[config.mk]
export PLATFORM = sky130hd
export DESIGN_NAME = wasm_exec
export DESIGN_NICKNAME = d
export VERILOG_FILES = /design/src/rtl/wasm_exec.sv
export SDC_FILE = /design/constraint.sdc
export NUM_CORES = 1
export LEC_CHECK = 0
export BUFFER_PORTS_ARGS = -buffer_cell sky130_fd_sc_hd__buf_2
export CAP_MARGIN = 20
export CORE_MARGIN = 3
export CORE_UTILIZATION = 50
export CTS_CLUSTER_DIAMETER = 80
export CTS_CLUSTER_SIZE = 40
export DETAILED_ROUTE_END_ITERATION = 12
export PLACE_DENSITY = 0.66
export RECOVER_POWER = 100
export SLEW_MARGIN = 20
export SYNTH_ARGS = -nofsm -noshare
export SYNTH_HDL_FRONTEND = slang
export SYNTH_SLANG_ARGS = --single-unit
export TNS_END_PERCENT = 30
[constraint.sdc]
create_clock -name clk -period 24 [get_ports clk]
set_input_delay 2.4 -clock clk [delete_from_list [all_inputs] [get_ports clk]]
set_output_delay 2.4 -clock clk [all_outputs]
set_load 0.05 [all_outputs]
[src/rtl/wasm_exec.sv]
// wasm_exec: multi-cycle WebAssembly i32-subset interpreter fetching bytecode over a byte-wide memory bus.
// Latency: each bus byte takes at least 3 cycles (request, ready edge, ready-low wait); DECODE and EXEC take 1 cycle each.
// Backpressure: every bus request is held until memory_ready=1, then the next waits for memory_ready=0.
// Ports: clk/rst (async, active-high); addr/data_in/data_out/memory_read_en/memory_write_en/memory_ready
//        form the shared bus; halted/trap/trap_code give the sticky final status; sp is the live stack depth.
// Optional feature: define WASM_EXEC_MUL_EN to build the single-cycle i32.mul (0x6C) datapath.
module wasm_exec #(
  parameter int                DATA_W        = 32,
  parameter int                ADDR_W        = 32,
  parameter int                STACK_DEPTH   = 16,
  parameter logic [ADDR_W-1:0] CODE_PTR_ADDR = 'h30,
  parameter logic [ADDR_W-1:0] PC_RESET      = 'h1A,
  parameter logic [ADDR_W-1:0] RESULT_ADDR   = 'h40
) (
  input  logic                             clk,
  input  logic                             rst,
  output logic [ADDR_W-1:0]                addr,
  output logic [7:0]                       data_in,
  input  logic [7:0]                       data_out,
  output logic                             memory_read_en,
  output logic                             memory_write_en,
  input  logic                             memory_ready,
  output logic                             halted,
  output logic                             trap,
  output logic [2:0]                       trap_code,
  output logic [$clog2(STACK_DEPTH+1)-1:0] sp
);

  localparam int SPW  = $clog2(STACK_DEPTH + 1);
  localparam int IDXW = (STACK_DEPTH > 2) ? $clog2(STACK_DEPTH) : 1;
  localparam int NB   = DATA_W / 8;
  localparam int MAXB = (DATA_W + 6) / 7;

  localparam logic [SPW-1:0] SP_FULL = SPW'(STACK_DEPTH);

  localparam logic [7:0] OP_CONST = 8'h41;
  localparam logic [7:0] OP_ADD   = 8'h6A;
  localparam logic [7:0] OP_SUB   = 8'h6B;
  localparam logic [7:0] OP_MUL   = 8'h6C;
  localparam logic [7:0] OP_DROP  = 8'h1A;
  localparam logic [7:0] OP_NOP   = 8'h01;
  localparam logic [7:0] OP_END   = 8'h0B;

  localparam logic [2:0] TRAP_NONE = 3'd0;
  localparam logic [2:0] TRAP_OVF  = 3'd1;
  localparam logic [2:0] TRAP_UNF  = 3'd2;
  localparam logic [2:0] TRAP_ILL  = 3'd3;
  localparam logic [2:0] TRAP_LEB  = 3'd4;

  typedef enum logic [2:0] {
    S_BOOT, S_FETCH, S_DECODE, S_IMM, S_EXEC, S_STORE, S_HALT, S_TRAP
  } state_t;

  state_t              state;
  logic [ADDR_W-1:0]   pc;
  logic [ADDR_W-1:0]   code_at;
  logic [7:0]          opcode;
  logic [7:0]          rd_byte;
  logic [DATA_W-1:0]   imm;
  logic [3:0]          leb_k;
  logic [3:0]          byte_idx;
  logic [DATA_W-1:0]   res_sh;
  logic                wait_low;
  logic [DATA_W-1:0]   stk [STACK_DEPTH];

  logic                bus_busy;
  logic                bus_idle;
  logic [ADDR_W-1:0]   req_addr;
  logic [DATA_W-1:0]   imm_next;
  logic [IDXW-1:0]     i_top, i_nxt, i_push;
  logic [DATA_W-1:0]   tos, op_a, bin_res;
  logic [2:0]          ex_code;
  logic [SPW-1:0]      ex_sp;
  logic                ex_store;
  logic                stk_we;
  logic [IDXW-1:0]     stk_widx;
  logic [DATA_W-1:0]   stk_wdat;

  assign bus_busy = memory_read_en | memory_write_en;
  assign bus_idle = ~bus_busy & ~wait_low;

  // Stack grows upward: entry sp-1 is the top, sp-2 the one beneath.
  assign i_top  = IDXW'(sp - SPW'(1));
  assign i_nxt  = IDXW'(sp - SPW'(2));
  assign i_push = IDXW'(sp);
  assign tos    = stk[i_top];
  assign op_a   = stk[i_nxt];

  always_comb begin
    case (state)
      S_BOOT:  req_addr = CODE_PTR_ADDR;
      S_STORE: req_addr = RESULT_ADDR + ADDR_W'(byte_idx);
      default: req_addr = code_at + pc;
    endcase
  end

  // Signed LEB128 accumulation of the byte just read; sign-extends on the
  // final byte only when the encoded bits do not already fill DATA_W.
  always_comb begin
    imm_next = imm | (DATA_W'(rd_byte[6:0]) << (7 * int'(leb_k)));
    if (!rd_byte[7] && rd_byte[6] && (7 * (int'(leb_k) + 1) < DATA_W))
      imm_next = imm_next | ({DATA_W{1'b1}} << (7 * (int'(leb_k) + 1)));
  end

  always_comb begin
    case (opcode)
      OP_SUB:  bin_res = op_a - tos;
`ifdef WASM_EXEC_MUL_EN
      OP_MUL:  bin_res = op_a * tos;
`endif
      default: bin_res = op_a + tos;
    endcase
  end

  // Fault checks precede any stack update, so a trapping instruction leaves
  // both the stack contents and sp untouched.
  always_comb begin
    ex_code  = TRAP_NONE;
    ex_sp    = sp;
    ex_store = 1'b0;
    stk_we   = 1'b0;
    stk_widx = i_push;
    stk_wdat = imm;
    case (opcode)
      OP_CONST: begin
        if (sp == SP_FULL) ex_code = TRAP_OVF;
        else begin
          ex_sp  = sp + SPW'(1);
          stk_we = 1'b1;
        end
      end
      OP_ADD, OP_SUB: begin
        if (sp < SPW'(2)) ex_code = TRAP_UNF;
        else begin
          ex_sp    = sp - SPW'(1);
          stk_we   = 1'b1;
          stk_widx = i_nxt;
          stk_wdat = bin_res;
        end
      end
`ifdef WASM_EXEC_MUL_EN
      OP_MUL: begin
        if (sp < SPW'(2)) ex_code = TRAP_UNF;
        else begin
          ex_sp    = sp - SPW'(1);
          stk_we   = 1'b1;
          stk_widx = i_nxt;
          stk_wdat = bin_res;
        end
      end
`endif
      OP_DROP: begin
        if (sp == '0) ex_code = TRAP_UNF;
        else ex_sp = sp - SPW'(1);
      end
      OP_NOP: ;
      OP_END: begin
        if (sp == '0) ex_code = TRAP_UNF;
        else ex_store = 1'b1;
      end
      default: ex_code = TRAP_ILL;
    endcase
  end

  always_ff @(posedge clk) begin
    if (state == S_EXEC && stk_we) stk[stk_widx] <= stk_wdat;
  end

  always_ff @(posedge clk or posedge rst) begin
    if (rst) begin
      state           <= S_BOOT;
      pc              <= PC_RESET;
      code_at         <= '0;
      opcode          <= '0;
      rd_byte         <= '0;
      imm             <= '0;
      leb_k           <= '0;
      byte_idx        <= '0;
      res_sh          <= '0;
      wait_low        <= 1'b0;
      sp              <= '0;
      addr            <= '0;
      data_in         <= '0;
      memory_read_en  <= 1'b0;
      memory_write_en <= 1'b0;
      halted          <= 1'b0;
      trap            <= 1'b0;
      trap_code       <= '0;
    end else begin
      case (state)
        S_BOOT, S_FETCH, S_IMM, S_STORE: begin
          if (bus_idle) begin
            addr <= req_addr;
            if (state == S_STORE) begin
              memory_write_en <= 1'b1;
              data_in         <= res_sh[7:0];
            end else begin
              memory_read_en  <= 1'b1;
            end
          end else if (bus_busy && memory_ready) begin
            rd_byte         <= data_out;
            memory_read_en  <= 1'b0;
            memory_write_en <= 1'b0;
            wait_low        <= 1'b1;
          end else if (wait_low && !memory_ready) begin
            // Byte fully retired; act on it.
            wait_low <= 1'b0;
            case (state)
              S_BOOT: begin
                code_at <= ADDR_W'(rd_byte);
                state   <= S_FETCH;
              end
              S_FETCH: begin
                opcode <= rd_byte;
                pc     <= pc + ADDR_W'(1);
                state  <= S_DECODE;
              end
              S_IMM: begin
                imm <= imm_next;
                pc  <= pc + ADDR_W'(1);
                if (rd_byte[7]) begin
                  if (leb_k == 4'(MAXB - 1)) begin
                    state     <= S_TRAP;
                    trap      <= 1'b1;
                    trap_code <= TRAP_LEB;
                  end else begin
                    leb_k <= leb_k + 4'd1;
                  end
                end else begin
                  state <= S_EXEC;
                end
              end
              default: begin
                res_sh <= res_sh >> 8;
                if (byte_idx == 4'(NB - 1)) begin
                  state  <= S_HALT;
                  halted <= 1'b1;
                end else begin
                  byte_idx <= byte_idx + 4'd1;
                end
              end
            endcase
          end
        end
        S_DECODE: begin
          if (opcode == OP_CONST) begin
            imm   <= '0;
            leb_k <= '0;
            state <= S_IMM;
          end else begin
            state <= S_EXEC;
          end
        end
        S_EXEC: begin
          if (ex_code != TRAP_NONE) begin
            state     <= S_TRAP;
            trap      <= 1'b1;
            trap_code <= ex_code;
          end else begin
            sp <= ex_sp;
            if (ex_store) begin
              res_sh   <= tos;
              byte_idx <= '0;
              state    <= S_STORE;
            end else begin
              state <= S_FETCH;
            end
          end
        end
        default: ;  // HALT and TRAP hold until reset
      endcase
    end
  end

endmodule

==> impl_metrics.tcl <==
set metrics [dict create \
    setup_viol 0 \
    synthToLayoutAreaGrowth_pct 7.65 \
    hpwl_um 60100 \
    numCtsBuffers 37 \
    initial_core_util_pct 51.0 \
    vdd_ir_drop_max_mv 0.0791 \
    cts_tree "built" \
    hold_viol 0 \
    path_clk_slew_ns 0.12 \
    crit_family "buffers and inverters" \
    worst_ep_required_time_ns 24.31 \
    yosys_warnings 0 \
    hold_path.class "reg -> reg" \
    gp_congestion 0.913 \
    crit_type "reg -> reg" \
    synth_seq_cells 696 \
    max-cap-violations 33 \
    synth_ff_type "edfxtp_1" \
    max-clock-path-buffers 3 \
    cts_sinks 696 \
    cp_max_fo 52 \
    route.vias.total 22100 \
    fp.dieW_um 272 \
    synth_edf_count 512 \
    end_kind "flip-flop" \
    arrival_ns 13.11 \
    core_um2 69200 \
    grt_pass1_vias 21700 \
    drc_errors 0 \
    cts_hold_buf 0 \
    overflow 0 \
    fin_crit_sh_pct 53.3 \
    first_iter_violations 2629 \
    ant_nets 0 \
    post-cts-setup-buffer-count 0 \
    status "finished with violations" \
    syn_inst 2417 \
    cts_resized 0 \
    fin_nets 2538 \
    grt_max_degree 125 \
    avgSynthCellArea_um2 14.6 \
    max_stage_delay_ns 2.64 \
    layout_commonest_cell "edfxtp_1" \
    period_minus_slack_ns 12.80 \
    yosysSeqAreaShare_pct 56.6 \
    fin_skew_ns 0.0370 \
    path_cells "inv_1 -> ha_1 -> clkbuf_1 -> mux4_2 -> mux2i_1 -> mux2_1 -> nor4bb_1 -> nor3b_1 -> a21oi_1 -> nor2_1 -> xnor2_1 -> ha_1 -> a21o_1 -> a21o_1 -> a211oi_1 -> o31ai_1 -> a41oi_1 -> o21ai_0 -> a211o_1 -> a21oi_1 -> xor2_1 -> o21ai_0 -> clkbuf_1" \
    rsz0062_at_grt "no" \
    die-area_um2 73800 \
    slew_viol_final 1052 \
    wl_per_cell_um 27.3 \
    synthesis.area_um2 35300 \
    leakage_nw 12.3 \
    firstDrtPassIters 6 \
    cts_max_level 2 \
    rows 96 \
    maxSlewHeadroom_pct -254 \
    syn-num-nets 2492 \
    dp_cells 3354 \
    p_per_area_nw_per_um2 85.2 \
    max_freq_mhz 78.1 \
    tightest_slew_ns 5.31 \
    track_usage_pct 25.5 \
    crit_slowest_cell "clkbuf_1" \
    final_cell_mix "edfxtp_1 (512), mux4_2 (294), nand2_1 (242)" \
    port_buffers 62 \
    avgViaCountPerCell 6.44 \
    post-layout-total-power_mw 3.24 \
    fin_tns_setup_ns 0 \
    cp-start-kind "flip-flop" \
    drt_wl_total_um 93500 \
    root_buffer "clkbuf_16" \
    pin_count 63 \
    num-fill-cells 5645 \
    synth_cell_types 72 \
    async_flop_share_pct 26.4 \
    final_cells 3423 \
    drive_above_1_share_pct 17.8 \
    die_h_um 272 \
    grt_pass1_wl_um 141000 \
    violations "max-capacitance violations, max-slew violations" \
    antenna_found_initial 3 \
    critPathBufInv 3 \
    clkLatencyLatePin_ns 0.62 \
]
[synth_stat cells (all sizes together) (7+ instances only)]
cell type | instances | area share (%)
nand2 | 242 | 2.6
dfrtp | 181 | 13
ha | 59 | 2.1
clkbuf | 80 | 0.85
nand4 | 13 | 0.23
o21a | 9 | 0.19
a21o | 22 | 0.47
a22o | 18 | 0.45
a211oi | 7 | 0.15
nand3 | 47 | 0.67
edfxtp | 512 | 44
buf | 49 | 0.88
inv | 48 | 0.51
xnor2 | 83 | 2.1
a31oi | 9 | 0.16
or3 | 13 | 0.23
xor2 | 50 | 1.3
mux2i | 61 | 1.7
nor2b | 16 | 0.28
o31ai | 8 | 0.17
o22ai | 13 | 0.23
nor3 | 29 | 0.41
and2 | 11 | 0.20
and3 | 18 | 0.32
a21oi | 96 | 1.4
nor2 | 160 | 1.7
o21ai | 150 | 2.1
nor4 | 13 | 0.27
mux4 | 295 | 19
mux2 | 36 | 1.1
[where the power goes]
part,internal (mW),switching [mW]
registers,1.38,0.0869
clock network,0.339,0.461
logic,0.352,0.618
[tightest hold or removal path, delay by kind of cell (launching register included)]
family        cells  cell delay (ns)
simple gates      2             0.10
flops             1             0.36
[cells by family after synthesis]
| group | Yosys count | share of synthesized area [%] |
|---|---|---|
| buffers and inverters | 178 | 2.25 |
| adders and majority gates | 64 | 2.38 |
| xor gates and xnor gates | 133 | 3.37 |
| AOI/OAI and AO/OA | 373 | 6.32 |
| and+or+nand+nor | 581 | 7.31 |
| muxes | 392 | 21.7 |
| DFF | 696 | 56.6 |
[registers in the layout, indices dropped and copies added, names as in the netlist, 5 cells and up]
| register | cells |
|---|---|
| imm | 32 |
| addr | 32 |
| sp | 5 |
| code_at | 8 |
| data_in | 8 |
| rd_byte | 8 |
| opcode | 8 |
| res_sh | 32 |
| stk | 512 |
| pc | 32 |
[worst paths after layout]
check	depth (start not counted)	to	slack, ns	from
min	2	data_in[0]	0.46	res_sh[0]
min reg2reg	2	data_in[0]	0.46	res_sh[0]
min in group asynchronous	2	addr[14]	3.35	rst
max in group asynchronous	3	res_sh[25]	15.60	rst
max	23	stk[15][28]	11.20	sp[0]
max reg2reg	23	stk[15][28]	11.20	sp[0]
[through the flow]
step           worst slack (ns)  hold slack, ns  utilization, %  area, um^2
2_1_floorplan             15.46           0.439               -       35300
3_3_place_gp              15.20           0.441            53.4       36900
3_5_place_dp              15.01           0.444            53.4       36900
4_1_cts                   14.95           0.465            55.5       38400
5_1_grt                   10.04           0.476            54.9       38000
6_report                  11.20           0.459            54.9       38000
[layer usage]
layer / part of all wire (%) / track usage (%) / up-vias
met3: 7.8 / 3.12 / 125
met2: 48 / 40.6 / 970
met1: 42 / 37.8 / 11500
li1: - / - / 9465
met4: 2.3 / 6.10 / 2
met5: 0.014 / 0 / -
[final cells by class]
| class | count | area (um^2) | share of cell area (%) |
|---|---|---|---|
| antenna | 1 | 2.50 | 0.00659 |
| clock buffer | 40 | 980 | 2.58 |
| clock inverter | 27 | 475 | 1.25 |
| inverter | 49 | 185 | 0.488 |
| multi-input combinational | 1543 | 14600 | 38.4 |
| sequential | 696 | 20000 | 52.6 |
| tap | 931 | 1160 | 3.07 |
| timing repair buffer | 136 | 599 | 1.58 |
Note: power is estimated with default switching activity, not from simulation.
